### src/rtl/vga_timing_ctrl.sv
// vga_timing_ctrl: 640x480@60 raster timing, renderer alignment and VGA pin driver.
// Ports: clk, rst_n, rgb(BGR in) -> pix_x/pix_y/pix_valid/pix_ce/vblank_tick, vga_r/g/b, hsync, vsync.
module vga_timing_ctrl #(
    parameter int CLK_DIV  = 4,
    parameter int H_ACTIVE = 640,
    parameter int H_FP     = 16,
    parameter int H_SYNC   = 96,
    parameter int H_BP     = 48,
    parameter int V_ACTIVE = 480,
    parameter int V_FP     = 10,
    parameter int V_SYNC   = 2,
    parameter int V_BP     = 33,
    parameter int PIPE_LAT = 1
) (
    input  logic        clk,
    input  logic        rst_n,
    input  logic [11:0] rgb,
    output logic [9:0]  pix_x,
    output logic [8:0]  pix_y,
    output logic        pix_valid,
    output logic        pix_ce,
    output logic        vblank_tick,
    output logic [3:0]  vga_r,
    output logic [3:0]  vga_g,
    output logic [3:0]  vga_b,
    output logic        hsync,
    output logic        vsync
);

    localparam int H_TOTAL = H_ACTIVE + H_FP + H_SYNC + H_BP;
    localparam int V_TOTAL = V_ACTIVE + V_FP + V_SYNC + V_BP;

    localparam logic [3:0] DIV_MAX  = 4'(CLK_DIV - 1);
    localparam logic [9:0] H_LAST   = 10'(H_TOTAL - 1);
    localparam logic [9:0] V_LAST   = 10'(V_TOTAL - 1);
    localparam logic [9:0] H_ACT    = 10'(H_ACTIVE);
    localparam logic [9:0] V_ACT    = 10'(V_ACTIVE);
    localparam logic [9:0] V_ACT_M1 = 10'(V_ACTIVE - 1);
    localparam logic [9:0] HS_BEG   = 10'(H_ACTIVE + H_FP);
    localparam logic [9:0] HS_END   = 10'(H_ACTIVE + H_FP + H_SYNC);
    localparam logic [9:0] VS_BEG   = 10'(V_ACTIVE + V_FP);
    localparam logic [9:0] VS_END   = 10'(V_ACTIVE + V_FP + V_SYNC);

    logic [3:0] div_cnt;
    logic [9:0] h_cnt;
    logic [9:0] v_cnt;
    logic       active;
    logic       hs_raw;
    logic       vs_raw;
    logic       act_d;
    logic       hs_d;
    logic       vs_d;

    // Pixel-rate strobe; registered so it is a clean one-clk pulse.
    always_ff @(posedge clk or negedge rst_n) begin
        if (!rst_n) begin
            div_cnt <= '0;
            pix_ce  <= 1'b0;
        end else begin
            if (div_cnt == DIV_MAX) div_cnt <= '0;
            else                    div_cnt <= div_cnt + 4'd1;
            pix_ce <= (div_cnt == DIV_MAX);
        end
    end

    always_ff @(posedge clk or negedge rst_n) begin
        if (!rst_n) begin
            h_cnt <= '0;
            v_cnt <= '0;
        end else if (pix_ce) begin
            if (h_cnt == H_LAST) begin
                h_cnt <= '0;
                if (v_cnt == V_LAST) v_cnt <= '0;
                else                 v_cnt <= v_cnt + 10'd1;
            end else begin
                h_cnt <= h_cnt + 10'd1;
            end
        end
    end

    assign active    = (h_cnt < H_ACT) && (v_cnt < V_ACT);
    assign pix_valid = active;
    assign pix_x     = active ? h_cnt : '0;
    assign pix_y     = active ? v_cnt[8:0] : '0;
    assign hs_raw    = !((h_cnt >= HS_BEG) && (h_cnt < HS_END));
    assign vs_raw    = !((v_cnt >= VS_BEG) && (v_cnt < VS_END));

    // Pulses in the pix_ce clk whose edge moves the raster to (0, V_ACTIVE).
    assign vblank_tick = pix_ce && (h_cnt == H_LAST) && (v_cnt == V_ACT_M1);

    // Delay line matching the renderer latency; the output register is the last stage.
    generate
        if (PIPE_LAT > 1) begin : g_dly
            logic [PIPE_LAT-2:0] dly_act;
            logic [PIPE_LAT-2:0] dly_hs;
            logic [PIPE_LAT-2:0] dly_vs;

            always_ff @(posedge clk or negedge rst_n) begin
                if (!rst_n) begin
                    dly_act <= '0;
                    dly_hs  <= '1;
                    dly_vs  <= '1;
                end else if (pix_ce) begin
                    dly_act[0] <= active;
                    dly_hs[0]  <= hs_raw;
                    dly_vs[0]  <= vs_raw;
                    for (int i = 1; i < PIPE_LAT - 1; i++) begin
                        dly_act[i] <= dly_act[i-1];
                        dly_hs[i]  <= dly_hs[i-1];
                        dly_vs[i]  <= dly_vs[i-1];
                    end
                end
            end

            assign act_d = dly_act[PIPE_LAT-2];
            assign hs_d  = dly_hs[PIPE_LAT-2];
            assign vs_d  = dly_vs[PIPE_LAT-2];
        end else begin : g_nodly
            assign act_d = active;
            assign hs_d  = hs_raw;
            assign vs_d  = vs_raw;
        end
    endgenerate

    // Blanking forces black regardless of what the renderer returns.
    always_ff @(posedge clk or negedge rst_n) begin
        if (!rst_n) begin
            vga_r <= '0;
            vga_g <= '0;
            vga_b <= '0;
            hsync <= 1'b1;
            vsync <= 1'b1;
        end else if (pix_ce) begin
            hsync <= hs_d;
            vsync <= vs_d;
            vga_b <= act_d ? rgb[11:8] : 4'h0;
            vga_g <= act_d ? rgb[7:4]  : 4'h0;
            vga_r <= act_d ? rgb[3:0]  : 4'h0;
        end
    end

endmodule

### config.mk
export PLATFORM = sky130hd
export DESIGN_NAME = vga_timing_ctrl
export DESIGN_NICKNAME = d
export VERILOG_FILES = /design/src/rtl/vga_timing_ctrl.sv
export SDC_FILE = /design/constraint.sdc
export NUM_CORES = 1
export LEC_CHECK = 0
export ABC_AREA = 1
export CORE_MARGIN = 5
export CORE_UTILIZATION = 50
export DETAILED_ROUTE_END_ITERATION = 8
export PLACE_DENSITY = 0.77
export SYNTH_ARGS = -nofsm -noshare
export SYNTH_HDL_FRONTEND = slang
export SYNTH_SLANG_ARGS = --single-unit
### constraint.sdc
create_clock -name clk -period 2 [get_ports clk]
set_clock_uncertainty 0.1 [all_clocks]
set_input_delay 0.3 -clock clk [delete_from_list [all_inputs] [get_ports clk]]
set_output_delay 0.3 -clock clk [all_outputs]
set_load 0.01 [all_outputs]
==> results.yml <==
clock_network:
  cts-root-buf: "clkbuf_8"
  clock_latency_ns: 0.29
  numClockSinks: 39
  cts_inserted_buffers: 5
  path_clk_slew_ns: 0.07
  cts_buffer_depth: 2
  cts_tree: "done"
  cts_max_level: 2
yosys:
  netlist_area_sq_mm: 0.00213
  synth-edff-count: 0
  ys_seq_area_frac: 0.459
  synthFlopType: "dfrtp_1"
  synth_top_area_frac: 0.435
  syn_inst: 264
  synth_fp_nets: 283
  async_flop_share: 1.00
  yosys.cell_count.top_type: "nand2_1"
  yosysWarnings: 0
  synth_seq_cells: 39
  synth.distinct_cells: 30
  yosysTopAreaCell: "dfrtp_1"
  ys_top_cells_by_count: "59 x nand2_1, 39 x nor2_1, 37 x dfrtp_1"
  synth_area_per_cell_sq_um: 8.07
  synth.area.top_cells: "dfrtp_1 43%, nand2_1 10%, nor2_1 6.9%, nand3_1 6.8%, inv_1 5.3%"
timing:
  worst_pin_slew_ns: 0.490
  period_minus_slack_ns: 1.97
  max_freq_mhz: 509
  whs_ns: 0.368
  timing.final.crit_share: 0.983
  maxSlewHeadroom: 0.673
  slew_violations: 0
  rsz0062_at_grt: "yes"
  worst_slack_ns: 0.0346
  setup_violations: 0
  hold_viol: 0
finish:
  stdcell_count: 397
  layout-drive-gt1-share: 0.265
  antenna_cells: 0
  utilization: 0.717
  final_nets: 365
  areaGrowthSynthToFinish_pct: 36.6
floorplan:
  dieHeight_um: 75.3
  die-area_sq_mm: 0.00566
  coreArea_sq_mm: 0.00406
  rows: 23
  die_width_um: 75.3
  start_util: 0.525
  ioPinCount: 50
global_route:
  grt_overflow: 0
  busiest_layer: "met2"
  met2_usage: 0.339
  grt_antenna_before_repair: 0
  grt_pass1_vias: 2030
  grt_max_degree: 40
  grt_pass1_wl_um: 8990
  met3_usage: 0.0734
  grt_use_total: 0.206
  grt_util_met1: 0.254
setup_path:
  end_kind: "primary output"
  path_class: "reg -> out"
  critical_path.top_delay_family: "simple AND/OR/NAND/NOR gates"
  cp.arrival_ns: 1.57
  slowest_delay_ns: 0.36
  slowest_stage: "dfrtp_1"
  crit_required_ns: 1.60
  crit_buf_inv: 1
  start_kind: "register"
  cpMostUsedCell: "nand2_2"
  path_cells: "ha_2, nand2_2, nor2_4, nand3_4, nor2_8, nand2_2, nor3_2, buf_2"
  crit_fanout: 2
placed_design:
  dp.cells: 385
  globalplace.congestion: 0.953
  hpwl_um: 3820
  io_buffers: 49
  place_ws_ns: -0.0723
run:
  drv_cap: 0
detailed_routing:
  vias: 2037
  wl_um: 5210
  dr.pass1.iters: 4
  antenna_left: 0
  drc_errors: 0
  vias_per_cell: 5.13
  drt-initial-drc-count: 156
  wl_per_cell_um: 13.1
pwr:
  ir_worst_vdd_uv: 485
  power.total_mw: 1.58
  p_leak_nw: 1.45
  power_density_mw_per_mm2: 543
hold_path:
  hold_class: "reg -> reg"
status:
  status: "complete, no violations"
==> kinds of logic after synthesis <==
| logic type | after synthesis | synth area share |
|---|---|---|
| compound gates | 19 | 0.0505 |
| xor+xnor | 4 | 0.0165 |
| fa+ha+maj | 5 | 0.0294 |
| buf+inv | 40 | 0.0858 |
| flops | 39 | 0.459 |
| simple gates | 157 | 0.358 |
==> layout by cell type, fill, tap and decap left out, types with 6 or more instances in the layout <==
cell and count:
buf_4 32, clkbuf_2 18, clkbuf_8 6, clkdlybuf4s50_1 27, dfrtp_1 36, inv_1 30
nand2_1 57, nand3_1 28, nand4_1 6, nor2_1 39, o21ai_0 10
==> flip-flops by register name, indices dropped and copies added (netlist names) <==
register / flops
div_cnt: 4
h_cnt: 10
hsync: 1
pix_ce: 1
v_cnt: 10
vga_b: 4
vga_g: 4
vga_r: 4
vsync: 1
==> worst register-to-register path, cell delays in order, from the launching register on <==
cell and delay, ns:
dfrtp_1 0.36, ha_2 0.20, nand2_2 0.08, nor2_4 0.14
buf_4 0.12, buf_4 0.10, nand4_4 0.24, a21oi_1 0.24
nor2_1 0.07
==> layout make-up <==
cell class	count	area, sq um
fill	325	1150
multi-input combinational	185	986
sequential	39	980
timing repair buffer	82	634
inverter	33	129
clock buffer	6	82.6
tap	50	62.6
clock inverter	2	35.0
==> metrics by stage <==
| step | TNS, ns | area [sq um] |
|---|---|---|
| after floorplan | 0 | 2130 |
| after global placement | -0.0110 | 2840 |
| after detailed placement | -0.0723 | 2840 |
| after CTS | -0.0860 | 2950 |
| after global routing | -0.0394 | 2910 |
| final | 0 | 2910 |
==> repair_timing <==
action / CTS / global route
buffers inserted: 0 / 3
setup endpoints to repair: 21 / 20
hold buffers: 1 / 0
pin swaps: 0 / 4
resized for setup: 27 / 43
hold endpoints to repair: 37 / 0
==> final timing paths <==
path,start,endpoint,slack (ns),depth (start not counted)
max in group asynchronous,rst_n,hsync,0.95,3
worst min register to register,div_cnt[0],div_cnt[0],0.37,1
worst max-delay path,h_cnt[1],vblank_tick,0.03,8
min in group asynchronous,rst_n,h_cnt[6],0.48,3
worst min-delay path,div_cnt[0],div_cnt[0],0.37,1
worst max register to register,h_cnt[1],v_cnt[4],0.26,8
==> routing by layer <==
layer,up-vias,part of all wire
met4,0,0.015
met2,66,0.48
met1,958,0.42
met3,10,0.085
met5,-,0
li1,1003,-
==> power breakdown <==
group,total [mW],leakage [nW],switching [mW],internal (mW)
Clock,0.686,0.0612,0.282,0.404
Combinational,0.0851,0.895,0.0359,0.0493
Sequential,0.807,0.494,0.00678,0.800
Total,1.58,1.45,0.325,1.25
Power figures use the tool's default switching activity.
==> variant 1: new RTL, same settings <==
Set the parameter `V_ACTIVE` to 240 (it was 480).
--- a/src/rtl/vga_timing_ctrl.sv
+++ b/src/rtl/vga_timing_ctrl.sv
@@ -6,7 +6,7 @@
     parameter int H_FP     = 16,
     parameter int H_SYNC   = 96,
     parameter int H_BP     = 48,
-    parameter int V_ACTIVE = 480,
+    parameter int V_ACTIVE = 240,
     parameter int V_FP     = 10,
     parameter int V_SYNC   = 2,
     parameter int V_BP     = 33,
Function: no difference found for any inputs over 10 cycles, from zero or initial values and one cycle with rst_n low; that may be too few to reach the edited logic, so the function may still have changed.
==> variant 1 against the unedited design <==
- the flow now finishes with violations (negative setup slack)
- sequential cell count is the same
- setup slack worse by 0.11 ns
- synthesized area down 1.4%
- via count rose by 2.7%
- wire length grew 7.3%
- utilization rose by 1.4 points
- die area decreased by 1.2%
- final area up 1.2%
- highest routed layer unchanged
- total power down 7.3%
- clock power is 17% lower
- synthesized cell count increased by 3.4%
==> variant 1: results <==
layout:
  layout-drive-gt1-share: 0.274
  reg_top3: "h_cnt: 10 flops, v_cnt: 10 flops"
  fillers: 322
  finish.net_count: 379
timing:
  layout_setup_ws_ns: -0.0801
  setup_viol_count_final: 14
  relSlewSlack: 0.663
place:
  gp_congestion: 0.852
  hpwl_mm: 3.58
  placed_area_um2: 2770
  io_buffers: 48
  dp_slack_ns: -0.0604
outcome:
  violations: "negative setup slack"
  status: "finished with violations"
critical_path:
  slowest_stage: "dfrtp_1"
  ff2ff_path_depth: 9
  max_stage_delay_ns: 0.41
  cp_max_fo: 4
  r2r_setup_slack_ns: 0.24
  r2r_end: "v_cnt[8]$_DFFE_PN0P_"
cts:
  cts-root-buf: "clkbuf_8"
  clkTransAtPathRegs_ns: 0.09
  worstSkewPairLatency_ns: 0.31
  numCtsBuffers: 5
  h-tree-depth: 2
global_route:
  track_usage: 0.220
  grt_pass1_vias: 2028
  grt_max_degree: 40
  grt_pass1_wl_mm: 9.25
hold_path:
  min_to: "div_cnt[0]$_DFF_PN0_"
  hold_path_startpoint: "div_cnt[0]$_DFF_PN0_"
power_and_ir_drop:
  total_leakage_power_nw: 1.52
  vdd_drop_max_v: 0.000658
route:
  routedWlPerCell_um: 13.6
  first_iter_violations: 203
  routed_via_density: 5.09
yosys:
  syn_nets: 292
  ys_top_cells_by_count: "65 x nand2_1, 39 x nor2_1, 37 x dfrtp_1, 37 x inv_1, 31 x nand3_1"
  yosysUniqueCellTypes: 25
  async_flop_share: 1.00
  synthTopCellsByArea: "dfrtp_1 44%, nand2_1 12%, nand3_1 7.4%, nor2_1 7.0%, inv_1 6.6%"
  yosysSeqAreaShare: 0.466
-- variant 1: cell types whose count changed after synthesis, moves of 4 or more --
cell and change:
inv_1 +7, o21ai_0 +4, nand3_2 +4, nor2_4 -5
nand2_1 +6
-- variant 1: critical path: cells and delay by family, from the launching register on --
| family | cells | cell delay (ns) |
|---|---|---|
| buf+inv | 4 | 0.52 |
| flops | 1 | 0.41 |
| simple gates | 4 | 0.44 |
-- variant 1: area by class of cell --
type | count | area share
multi-input cells | 184 | 0.321
inverters | 41 | 0.0531
clock buffers | 5 | 0.0234
repair buffers | 88 | 0.238
well taps | 50 | 0.0212
repair inverters | 1 | 0.00255
clock inverters | 3 | 0.00807
flip-flops and latches | 39 | 0.333
-- variant 1: per-stage QoR --
stage / util / TNS [ns] / instances / hold WS, ns
floorplan: - / 0 / 273 / -0.0956
global placement: 0.686 / -0.0329 / 388 / 0.281
detailed placement: 0.686 / -0.0604 / 388 / 0.284
CTS: 0.722 / -0.494 / 410 / 0.383
global route: 0.731 / -2.11 / 411 / 0.407
finish: 0.731 / -0.477 / 411 / 0.379
-- variant 1: logic make-up after synthesis --
group | count (synthesis) | share of synthesized area
AND/OR/NAND/NOR | 156 | 0.333
buffers and inverters | 50 | 0.106
flip-flops | 39 | 0.466
AO/OA/AOI/OAI | 16 | 0.0387
XOR/XNOR | 6 | 0.0250
adder cells (fa/ha/maj) | 5 | 0.0298
other | 1 | 0.00179
-- variant 1: worst max path at each step --
stage / slack (ns) / cells past startpoint / endpoint / startpoint
after floorplan: 0.35 / 7 / vblank_tick / h_cnt[0]$_DFFE_PN0P_
final: -0.08 / 8 / pix_y[2] / v_cnt[8]$_DFFE_PN0P_
after detailed placement: -0.06 / 8 / vblank_tick / h_cnt[0]$_DFFE_PN0P_
after CTS: -0.09 / 8 / pix_y[2] / v_cnt[9]$_DFFE_PN0P_
after global routing: -0.17 / 8 / pix_y[2] / v_cnt[8]$_DFFE_PN0P_
after global placement: -0.03 / 8 / vblank_tick / h_cnt[0]$_DFFE_PN0P_
-- variant 1: metal layers --
layer,GRT usage,vias up,share of wire
met2,0.342,95,0.48
met3,0.0788,16,0.097
li1,-,1018,-
met1,0.274,963,0.40
met4,0.0968,0,0.024
met5,0,-,0
-- variant 1: power by group --
group          leakage (nW)  switching (W)  internal (W)
Combinational         0.986      0.0000373     0.0000493
Clock                0.0408       0.000319      0.000249
Sequential            0.494     0.00000705      0.000800
-- variant 1: repair_timing --
item | 4_1_cts | 5_1_grt
endpoints found under the hold margin | 37 | 0
hold buffers | 1 | 0
setup buffers | 12 | 2
pin swaps | 5 | 9
endpoints found under the setup margin | 20 | 20
resized for setup | 92 | 12
gates cloned | 1 | 0
==> variant 2: new RTL, same settings <==
Without the edit above. Make the reset (`rst_n`) synchronous in 4 clocked blocks.
--- a/src/rtl/vga_timing_ctrl.sv
+++ b/src/rtl/vga_timing_ctrl.sv
@@ -52,7 +52,7 @@
     logic       vs_d;
 
     // Pixel-rate strobe; registered so it is a clean one-clk pulse.
-    always_ff @(posedge clk or negedge rst_n) begin
+    always_ff @(posedge clk) begin
         if (!rst_n) begin
             div_cnt <= '0;
             pix_ce  <= 1'b0;
@@ -63,7 +63,7 @@
         end
     end
 
-    always_ff @(posedge clk or negedge rst_n) begin
+    always_ff @(posedge clk) begin
         if (!rst_n) begin
             h_cnt <= '0;
             v_cnt <= '0;
@@ -95,7 +95,7 @@
             logic [PIPE_LAT-2:0] dly_hs;
             logic [PIPE_LAT-2:0] dly_vs;
 
-            always_ff @(posedge clk or negedge rst_n) begin
+            always_ff @(posedge clk) begin
                 if (!rst_n) begin
                     dly_act <= '0;
                     dly_hs  <= '1;
@@ -123,7 +123,7 @@
     endgenerate
 
     // Blanking forces black regardless of what the renderer returns.
-    always_ff @(posedge clk or negedge rst_n) begin
+    always_ff @(posedge clk) begin
         if (!rst_n) begin
             vga_r <= '0;
             vga_g <= '0;
Formal check against the unedited RTL: differs if rst_n is asserted again (counterexample within 10 cycles, from zero or initial values and one cycle with rst_n low); with rst_n held inactive, the same outputs for 10 cycles.
==> variant 2 against the unedited design <==
- final area fell by 4.1%
- critical path depth shrank 1
- sequential power barely moved
- non-clock buffer count is 12 lower
- utilization shrank 0.95 points
- count of clock-buffer cells in the layout stayed put
- wire length fell by 2.4%
- total power is 2.4% higher
- first-iteration DRC count down 52%
- via count rose by 0.59%
- setup slack better by 0.039 ns
- sequential share of layout area shrank 5.3 points
- sequential cell count unchanged
- synthesized area fell by 6.0%
- critical endpoint is now pix_y[8]
==> variant 2: results <==
route:
  first_iter_violations: 75
  wl_met2_mm: 2.43
  wl_mm: 5.09
  vias: 2049
  met3WireLength_um: 471
critical_path:
  slowest_stage: "dfxtp_2"
  r2r_end: "h_cnt[9]$_SDFFE_PN0P_"
  r2r_setup_slack_ns: 0.35
  ff2ff_path_depth: 6
  cp_max_fo: 19
  reg2reg_from: "pix_ce$_SDFF_PN0_"
place:
  hpwl_mm: 3.89
  gp_congestion: 0.894
  numPlacedInstances: 409
  dp_slack_ns: -0.0139
  placed_area_um2: 2670
yosys:
  async_flop_share: 0
  yosysSeqAreaShare: 0.390
  synth_compound_area_frac: 0.104
  synth_xor_area_frac: 0.0219
  ys_top_cells_by_count: "61 x nand2_1, 58 x nor2_1, 39 x dfxtp_1"
  synth_cells: 296
hold_path:
  min_to: "div_cnt[0]$_SDFF_PP0_"
layout:
  register_area_um2: 792
  layout.cells.non_filler: 417
  fillers: 341
  layout-drive-gt1-share: 0.185
outcome:
  status: "finished clean"
global_route:
  grt_pass1_vias: 1934
  track_usage: 0.200
  grt_max_degree: 31
  grt_use_met3: 0.0643
  grt_use_met2: 0.348
power_and_ir_drop:
  total_leakage_power_nw: 1.22
  vdd_drop_max_v: 0.000542
timing:
  relSlewSlack: 0.795
==> variant 2: changes by cell type after synthesis, sizes merged, moves of 4 or more <==
| cell | unedited run | this run |
|---|---|---|
| dfxtp | 0 | 39 |
| nand3 | 30 | 15 |
| a21oi | 2 | 21 |
| dfrtp | 37 | 0 |
| inv | 33 | 37 |
| nor2 | 49 | 65 |
==> variant 2: how the worst max path moves through the flow <==
stage,start,end
after global routing,pix_ce$_SDFF_PN0_,pix_ce
after detailed placement,h_cnt[0]$_SDFFE_PN0P_,vblank_tick
after floorplan,h_cnt[0]$_SDFFE_PN0P_,vblank_tick
final,h_cnt[8]$_SDFFE_PN0P_,pix_y[8]
after CTS,h_cnt[1]$_SDFFE_PN0P_,vblank_tick
after global placement,h_cnt[0]$_SDFFE_PN0P_,vblank_tick
==> variant 2: power by group <==
part	switching (W)	leakage, nW	internal, W	total [W]
logic	0.0000618	0.835	0.0000694	0.000131
clock network	0.000273	0.0612	0.000404	0.000677
registers	0.0000112	0.320	0.000797	0.000808
==> variant 2: kinds of logic after synthesis <==
kind of cell    after synthesis
xor+xnor                      5
compound gates               40
buf+inv                      46
flops                        39
fa+ha+maj                     5
simple gates                161
==> variant 2: critical path: cells and delay by family, from the launching register on <==
kind	cells	cell delay [ns]
buffers and inverters	3	0.40
flip-flops	1	0.37
AND/OR/NAND/NOR	4	0.46
==> variant 2: area by class of cell <==
type                       count  share of cell area
inverter                      39              0.0543
multi-input combinational    211               0.377
tap                           50              0.0224
clock buffer                   6              0.0296
clock inverter                 2              0.0126
sequential                    39               0.284
timing repair buffer          70               0.220
==> variant 2: timing repair <==
item	in CTS	in global routing
pin swaps	1	3
resized for setup	28	34
setup endpoints to repair	21	20
